## config.mk

```make
export PLATFORM = sky130hd
export DESIGN_NAME = kara_combine_acc
export DESIGN_NICKNAME = d
export VERILOG_FILES = /design/src/rtl/kara_combine_acc.sv
export SDC_FILE = /design/constraint.sdc
export NUM_CORES = 1
export LEC_CHECK = 0
export ABC_AREA = 1
export BUFFER_PORTS_ARGS = -buffer_cell sky130_fd_sc_hd__buf_4
export CORE_MARGIN = 2
export CORE_UTILIZATION = 35
export DETAILED_ROUTE_END_ITERATION = 12
export SYNTH_ARGS = -nofsm -noshare
export SYNTH_HDL_FRONTEND = slang
export SYNTH_SLANG_ARGS = --single-unit
```

## constraint.sdc

```tcl
create_clock -name clk -period 2.1 [get_ports clk]
set_input_delay 0.21 -clock clk [delete_from_list [all_inputs] [get_ports clk]]
set_output_delay 0.21 -clock clk [all_outputs]
set_load 0.01 [all_outputs]
```

## src/rtl/kara_combine_acc.sv

```systemverilog
// Karatsuba recombination of 4x4 nibble partial products into 8x8 products,
// accumulated per frame and reported with beat count, overflow and error flags.
module kara_combine_acc #(
  parameter int ACC_W = 24
) (
  input  logic             clk,
  input  logic             rst_n,
  input  logic             in_valid,
  output logic             in_ready,
  input  logic [7:0]       pp_hi,
  input  logic [7:0]       pp_lo,
  input  logic [9:0]       pp_mid,
  input  logic             in_last,
  output logic             out_valid,
  input  logic             out_ready,
  output logic [ACC_W-1:0] out_sum,
  output logic [7:0]       out_count,
  output logic             out_ovf,
  output logic             out_err
);

  // Cross term A1*B0 + A0*B1; modulo-512 arithmetic keeps the low 9 bits exact.
  function automatic logic [8:0] cross_term(input logic [9:0] mid,
                                            input logic [7:0] hi,
                                            input logic [7:0] lo,
                                            input logic       bad);
    logic [8:0] diff;
    diff = mid[8:0] - {1'b0, hi} - {1'b0, lo};
    return bad ? 9'd0 : diff;
  endfunction

  // The 17-bit sum is only ever kept to 16 bits, so form it at 16 directly.
  function automatic logic [15:0] recombine(input logic [7:0] hi,
                                            input logic [8:0] mid,
                                            input logic [7:0] lo);
    return {hi, 8'd0} + {3'd0, mid, 4'd0} + {8'd0, lo};
  endfunction

  function automatic logic [7:0] sat_inc(input logic [7:0] c);
    return (c == 8'hff) ? 8'hff : c + 8'd1;
  endfunction

  logic             pipe_en;
  logic [9:0]       hl_sum;
  logic             mid_bad;

  logic             vld_p1;
  logic             last_p1;
  logic             err_p1;
  logic [7:0]       hi_p1;
  logic [7:0]       lo_p1;
  logic [8:0]       mid_p1;

  logic             vld_p2;
  logic             last_p2;
  logic             err_p2;
  logic [15:0]      prod_p2;

  logic [ACC_W-1:0] acc;
  logic [7:0]       count;
  logic             ovf;
  logic             err;

  logic [ACC_W:0]   acc_sum;
  logic [ACC_W-1:0] acc_nxt;
  logic [7:0]       count_nxt;
  logic             ovf_nxt;
  logic             err_nxt;

  // A pending result that downstream has not taken freezes the whole pipe.
  assign pipe_en  = !(out_valid && !out_ready);
  assign in_ready = pipe_en;

  assign hl_sum  = {2'd0, pp_hi} + {2'd0, pp_lo};
  assign mid_bad = (pp_mid < hl_sum);

  // ---- stage p1: cross-term extraction ----
  always_ff @(posedge clk) begin
    if (pipe_en && in_valid) begin
      hi_p1   <= pp_hi;
      lo_p1   <= pp_lo;
      mid_p1  <= cross_term(pp_mid, pp_hi, pp_lo, mid_bad);
      last_p1 <= in_last;
      err_p1  <= mid_bad;
    end
  end

  // ---- stage p2: product recombination ----
  always_ff @(posedge clk) begin
    if (pipe_en && vld_p1) begin
      prod_p2 <= recombine(hi_p1, mid_p1, lo_p1);
      last_p2 <= last_p1;
      err_p2  <= err_p1;
    end
  end

  always_comb begin
    acc_sum   = {1'b0, acc} + {{(ACC_W-15){1'b0}}, prod_p2};
    acc_nxt   = acc_sum[ACC_W-1:0];
    count_nxt = sat_inc(count);
    ovf_nxt   = ovf | acc_sum[ACC_W];
    err_nxt   = err | err_p2;
  end

  // ---- stage p3: frame accumulation and result register ----
  always_ff @(posedge clk or negedge rst_n) begin
    if (!rst_n) begin
      vld_p1    <= 1'b0;
      vld_p2    <= 1'b0;
      acc       <= '0;
      count     <= 8'd0;
      ovf       <= 1'b0;
      err       <= 1'b0;
      out_valid <= 1'b0;
      out_sum   <= '0;
      out_count <= 8'd0;
      out_ovf   <= 1'b0;
      out_err   <= 1'b0;
    end else if (pipe_en) begin
      vld_p1    <= in_valid;
      vld_p2    <= vld_p1;
      out_valid <= vld_p2 && last_p2;
      if (vld_p2) begin
        if (last_p2) begin
          out_sum   <= acc_nxt;
          out_count <= count_nxt;
          out_ovf   <= ovf_nxt;
          out_err   <= err_nxt;
          acc       <= '0;
          count     <= 8'd0;
          ovf       <= 1'b0;
          err       <= 1'b0;
        end else begin
          acc       <= acc_nxt;
          count     <= count_nxt;
          ovf       <= ovf_nxt;
          err       <= err_nxt;
        end
      end
    end
  end

endmodule

```

==> results.toml, run 1 <==
[logic_synthesis]
synth_nets = 969
ys_seq_area_share_pct = 43.4
ys_warn_count = 0
syn-cell-area_mm2 = 0.00720
postSynthCellCount = 869
ys_ff_latch = 116
syn_avg_cell_area_um2 = 8.29
synth_cell_types = 41

[critical_path]
cp_max_fo = 5
cp-start-kind = "input pin"
cp_top_family = "adder cells"
worst-setup-path-type = "input pin to register"
crit_buf_inv = 2
crit_path_end_kind = "register"
cp.arrival_ps = 2360
crit_path_top_delay_cell = "ha_1"
crit_top_cell = "nand2_1"
crit_path_cell_trace = "buf_4 > inv_1 > ha_4 > nand2_1 > nor3_2 > nand2_2 > o311ai_2 > xnor2_1 > ha_1 > a21o_1 > a211oi_4 > nand3_2 > nand2_1 > nor2_1"
worst_ep_required_time_ps = 2280
cp_slowest_stage_delay_ps = 330

[power]
power_density_mw_per_mm2 = 1120
p_leak_nw = 4.75
ir_drop_v = 0.000467

[cts]
tritoncts.num_buffers = 17
clkSlewWorstSetupHoldPaths_ps = 60
cts-root-buf = "clkbuf_16"
htree_num_levels = 4
cts_sinks = 116
clkLatencyLatePin_ps = 420
ctsLongestPathBuffers = 2
cts_tree = "built"

[job]
cap_violations = 0

[cells_and_area]
syn2layout_area_growth_pct = 29.6
diodes = 0
postLayoutCoreUtil_pct = 46.1
drive_above_1_share_pct = 21.0
final_area_mm2 = 0.00933
fin_nets = 1114

[die]
core_area_mm2 = 0.0202
dieArea_mm2 = 0.0217
fp.dieH_um = 147
io_pins = 67
initial_utilization_pct = 35.6
num_rows = 52
die_w_um = 147

[global_route]
grt_use_total_pct = 16.1
grt_pass1_vias = 5957
grt_max_degree = 46
gr-total-overflow = 0
antenna_found_initial = 0
grt_pass1_wl_mm = 27.9

[drt]
antenna_left = 0
drc = 0
drt_pass1_iterations = 5
finalWirelength_mm = 16.1
num_vias = 5900
drt_iter0_markers = 284
via_per_inst = 4.55
wl_per_cell_um = 12.5

[placed_design]
dp_hpwl_mm = 12.5
dpl_cell_area_mm2 = 0.00851
portBuffers = 66
globalplace.congestion = 0.930

[status]
violations = "setup timing"
status = "complete, but fails checks"

[timing]
final-max-slew-violation-count = 0
clock.fmax_mhz = 459
setup_ws_ps = -80.2
hold_violations = 0
finalSetupViolCount = 10
finalCritPeriodShare_pct = 104
rsz0062_at_grt = "true"
period_minus_slack_ps = 2180
worstMarginPinSlew_ps = 478
slew_headroom_pct = 68.0
finClkSkew_ps = 11.2

[worst_hold_path]
hold_class = "input pin to register"
state kept, by name (all words and copies together), names as in the netlist:
signal	count
acc	24
count	8
err	1
err_p1	1
err_p2	1
hi_p1	8
last_p1	1
last_p2	1
lo_p1	8
mid_p1	9
out_count	8
out_err	1
out_ovf	1
out_sum	24
out_valid	1
ovf	1
prod_p2	16
vld_p1	1
vld_p2	1
logic make-up (layout without fill, tap and decap cells):
kind of cell / count (synthesis) / after routing / synth area share (%)
simple gates: 414 / 415 / 24.6
buf+inv: 143 / 300 / 7.80
flops: 116 / 116 / 43.4
compound gates: 96 / 96 / 7.23
fa+ha+maj: 69 / 69 / 13.1
xor+xnor: 31 / 31 / 3.77
synthesized netlist by cell type, drive strengths merged:
| cell type | n | share of area [%] |
|---|---|---|
| o21a | 1 | 0.10 |
| a22oi | 1 | 0.10 |
| o211ai | 1 | 0.10 |
| o21ai | 40 | 2.8 |
| nor4 | 3 | 0.26 |
| or2 | 4 | 0.35 |
| edfxtp | 45 | 19 |
| a21o | 2 | 0.21 |
| a21oi | 36 | 2.5 |
| nor3b | 1 | 0.10 |
| ha | 58 | 10 |
| nor2 | 49 | 3.3 |
| dfrtp | 71 | 25 |
| inv | 133 | 7.0 |
| buf | 9 | 0.78 |
| nand3 | 49 | 3.5 |
| o311ai | 1 | 0.12 |
| fa | 11 | 3.1 |
| a31oi | 1 | 0.087 |
| o21bai | 4 | 0.42 |
| nand2 | 287 | 15 |
| nor3 | 7 | 0.64 |
| a211oi | 1 | 0.10 |
| nand4 | 9 | 0.78 |
| xor2 | 15 | 1.8 |
| clkbuf | 1 | 0.052 |
| xnor2 | 16 | 1.9 |
| nand3b | 5 | 0.52 |
| o22ai | 8 | 0.70 |
worst register-to-register path, cell delays in order, from the launching register on:
cell      delay (ps)
edfxtp_1         390
ha_1             390
nand2_1          100
nand2_1           90
nand2_1           70
nand2_1           80
nand3b_1         240
or2_2            320
nand3_1          140
nand2_1           60
power breakdown:
group / leakage [nW] / total (mW) / internal [mW] / switching (mW)
Combinational: 3.09 / 4.36 / 1.76 / 2.60
Clock: 0.291 / 2.79 / 1.81 / 0.981
Sequential: 1.37 / 3.30 / 3.00 / 0.302
routing by layer:
layer | vias to the layer above | track usage (%) | part of all wire [%]
li1 | 3077 | - | -
met1 | 2682 | 20.0 | 46
met2 | 114 | 28.3 | 49
met3 | 27 | 2.87 | 3.5
met4 | 0 | 5.48 | 2.2
met5 | - | 0 | 0
cell type report:
type | instances | area [um^2]
inverter | 133 | 508
timing repair buffer | 135 | 1070
clock buffer | 24 | 513
fill | 1976 | 10900
sequential | 116 | 3130
multi-input combinational | 611 | 3700
clock inverter | 8 | 72.6
tap | 270 | 338
per-stage QoR:
stage                     hold slack, ps  TNS [ps]  total power [mW]  cells  worst slack [ps]
after global routing                36.8     -1840              11.3   1297              -211
after CTS                           28.0      -198              10.5   1294             -37.2
after global placement               159     -4620              7.51   1256              -473
after detailed placement             161     -5140              7.57   1256              -527
after floorplan                    -85.6     -1810              6.14    869              -187
final                               35.4      -624              10.5   1297             -80.2
path summary, 6_finish.rpt:
check	from	end	slack [ps]	depth (start not counted)
max reg2reg	prod_p2[7]	out_sum[10]	120	9
min	in_valid	vld_p1	40	3
max in group asynchronous	rst_n	out_sum[21]	1290	3
min reg2reg	last_p1	last_p2	420	0
min in group asynchronous	rst_n	out_count[6]	260	2
max	pp_hi[3]	mid_p1[7]	-80	14
cells in the final DEF, fill, tap and decap left out, types with 5 or more instances in the layout:
master     instances
nand2_1          275
buf_4            126
inv_1            125
dfrtp_1           71
ha_1              53
edfxtp_1          45
nand3_1           43
nor2_1            42
a21oi_1           34
o21ai_0           28
clkbuf_16         18
xnor2_1           15
xor2_1            14
o21ai_1           12
nand2_2           11
nand4_1            9
fa_1               9
o22ai_1            8
nand3_2            6
nor3_1             5
nand3b_1           5
inv_2              5
ha_4               5
timing repair:
item                                   in CTS  in global routing
endpoints found under the hold margin      27                  0
gates cloned                                1                  0
hold buffers                                2                  0
setup buffers                               3                  3
gates resized for setup                    16                 21
pin swaps                                   3                 18
setup endpoints to repair                  10                 25
No activity file was read; power rests on OpenSTA's default activity.
==> run 2: changes to the inputs <==
--- a/config.mk
+++ b/config.mk
@@ -8,8 +8,9 @@
 export ABC_AREA = 1
 export BUFFER_PORTS_ARGS = -buffer_cell sky130_fd_sc_hd__buf_4
 export CORE_MARGIN = 2
-export CORE_UTILIZATION = 35
+export CORE_UTILIZATION = 41
 export DETAILED_ROUTE_END_ITERATION = 12
+export SKIP_LAST_GASP = 1
 export SYNTH_ARGS = -nofsm -noshare
 export SYNTH_HDL_FRONTEND = slang
 export SYNTH_SLANG_ARGS = --single-unit
==> results.toml, run 2 (synthesized netlist as in run 1, its figures left out) <==
[drt]
wl_met2_mm = 7.80
wl_per_cell_um = 12.8
drc = 0
via_per_inst = 4.74
drt_pass1_iterations = 5
drt-met1-wl_mm = 7.29
num_vias = 5919
dr_wl_met3_um = 590
antenna_left = 0
routed.top_layer = "met4"
drt_iter0_markers = 287
finalWirelength_mm = 16.0

[power]
p_leak_nw = 4.72
ir_drop_v = 0.000816
power_density_mw_per_mm2 = 1140

[global_route]
grt_pass1_wl_mm = 27.1
grt_use_total_pct = 18.8
grt_max_degree = 38
antenna_found_initial = 0
grt_pass1_vias = 5821
gr-total-overflow = 0

[die]
core_area_mm2 = 0.0172
dieArea_mm2 = 0.0186
io_pins = 67
die_w_um = 137
initial_utilization_pct = 41.8
fp.dieH_um = 137
num_rows = 48

[cells_and_area]
layout.cells.non_filler = 1249
final_area_mm2 = 0.00927
fin_nets = 1112
fill_cells = 1624
diodes = 0
layout_commonest_cell = "nand2_1"
syn2layout_area_growth_pct = 28.8
reg_top3 = "acc x24, out_sum x24, prod_p2 x16"
mostFrequentLayoutCells = "273 x nand2_1, 125 x buf_4, 124 x inv_1, 71 x dfrtp_1, 51 x ha_1"
drive_above_1_share_pct = 21.0

[cts]
cts_tree = "built"
tritoncts.num_buffers = 17
cts-root-buf = "clkbuf_16"
ctsLongestPathBuffers = 2
clkSlewWorstSetupHoldPaths_ps = 50
htree_num_levels = 4
cts_sinks = 116
clkLatencyLatePin_ps = 420

[critical_path]
worst-setup-path-type = "input pin to register"
cp.arrival_ps = 2350
worst_ep_required_time_ps = 2280
crit_path_end_kind = "register"
cp-start-kind = "input pin"
cp_max_fo = 4

[status]
violations = "setup timing"
status = "complete, but fails checks"

[worst_hold_path]
hold_class = "input pin to register"

[timing]
fin_hold_ws_ps = 34.0
final-max-slew-violation-count = 0
worstMarginPinSlew_ps = 493
setup_ws_ps = -69.4
finalCritPeriodShare_pct = 103
slew_headroom_pct = 67.1
clock.fmax_mhz = 461
finClkSkew_ps = 11.9
hold_violations = 0
rsz0062_at_grt = "true"
finalSetupViolCount = 10
period_minus_slack_ps = 2170

[placed_design]
dpl_cell_area_mm2 = 0.00844
placed_cells = 1211
pre_cts_slack_ps = -521
portBuffers = 66
globalplace.congestion = 0.883
dp_hpwl_mm = 12.4

[job]
cap_violations = 0
run 2: report_power, final:
| part | internal [mW] | switching (mW) | total, mW | leakage, nW |
|---|---|---|---|---|
| registers | 3.00 | 0.301 | 3.30 | 1.37 |
| clock network | 1.96 | 0.970 | 2.93 | 0.291 |
| logic | 1.76 | 2.62 | 4.37 | 3.06 |
run 2: layout make-up:
type | instances | area, um^2 | area share [%]
clock buffers | 20 | 437 | 4.71
clock inverters | 11 | 160 | 1.73
inverters | 133 | 505 | 5.45
multi-input cells | 611 | 3710 | 40.1
flip-flops and latches | 116 | 3130 | 33.7
well taps | 225 | 282 | 3.04
repair buffers | 133 | 1050 | 11.3
run 2: repair_timing:
action	4_1_cts	5_1_grt
hold buffers	3	0
endpoints found under the hold margin	38	0
cloned	1	0
pin swaps	25	16
buffers inserted	2	1
resized for setup	20	18
setup endpoints to repair	10	24
run 2: worst paths after layout:
check                      slack (ps)  cells past startpoint  startpoint            to
min in group asynchronous         300                      2       rst_n  out_count[5]
max reg2reg                       150                      9  prod_p2[8]    out_sum[9]
min                                30                      3    in_valid        vld_p1
min reg2reg                       420                      0    lo_p1[2]    prod_p2[2]
max                               -70                     14    pp_hi[6]     mid_p1[1]
max in group asynchronous        1240                      3       rst_n       acc[14]
run 2: critical path, stage by stage:
cell      delay (ps)
buf_4             80
inv_1             70
ha_4             280
inv_1             70
nor3_2           210
nand2_2           80
o311ai_2          70
xnor2_1          110
ha_1             310
a21o_1           200
a211oi_4         310
nand3_2          190
nand2_1          110
inv_1             40
run 2: metal layers:
| layer | vias to the layer above | track usage [%] |
|---|---|---|
| li1 | 3080 | - |
| met4 | 0 | 6.94 |
| met2 | 111 | 32.5 |
| met3 | 27 | 3.30 |
| met5 | - | 0 |
| met1 | 2701 | 23.3 |
run 2: metrics by stage:
| step | TNS, ps | power, mW | util, % |
|---|---|---|---|
| after detailed placement | -5010 | 7.57 | 49.0 |
| after CTS | -267 | 10.6 | 53.4 |
| after floorplan | -1810 | 6.14 | - |
| after global routing | -1600 | 11.4 | 53.8 |
| final | -423 | 10.6 | 53.8 |
| after global placement | -4530 | 7.52 | 49.0 |
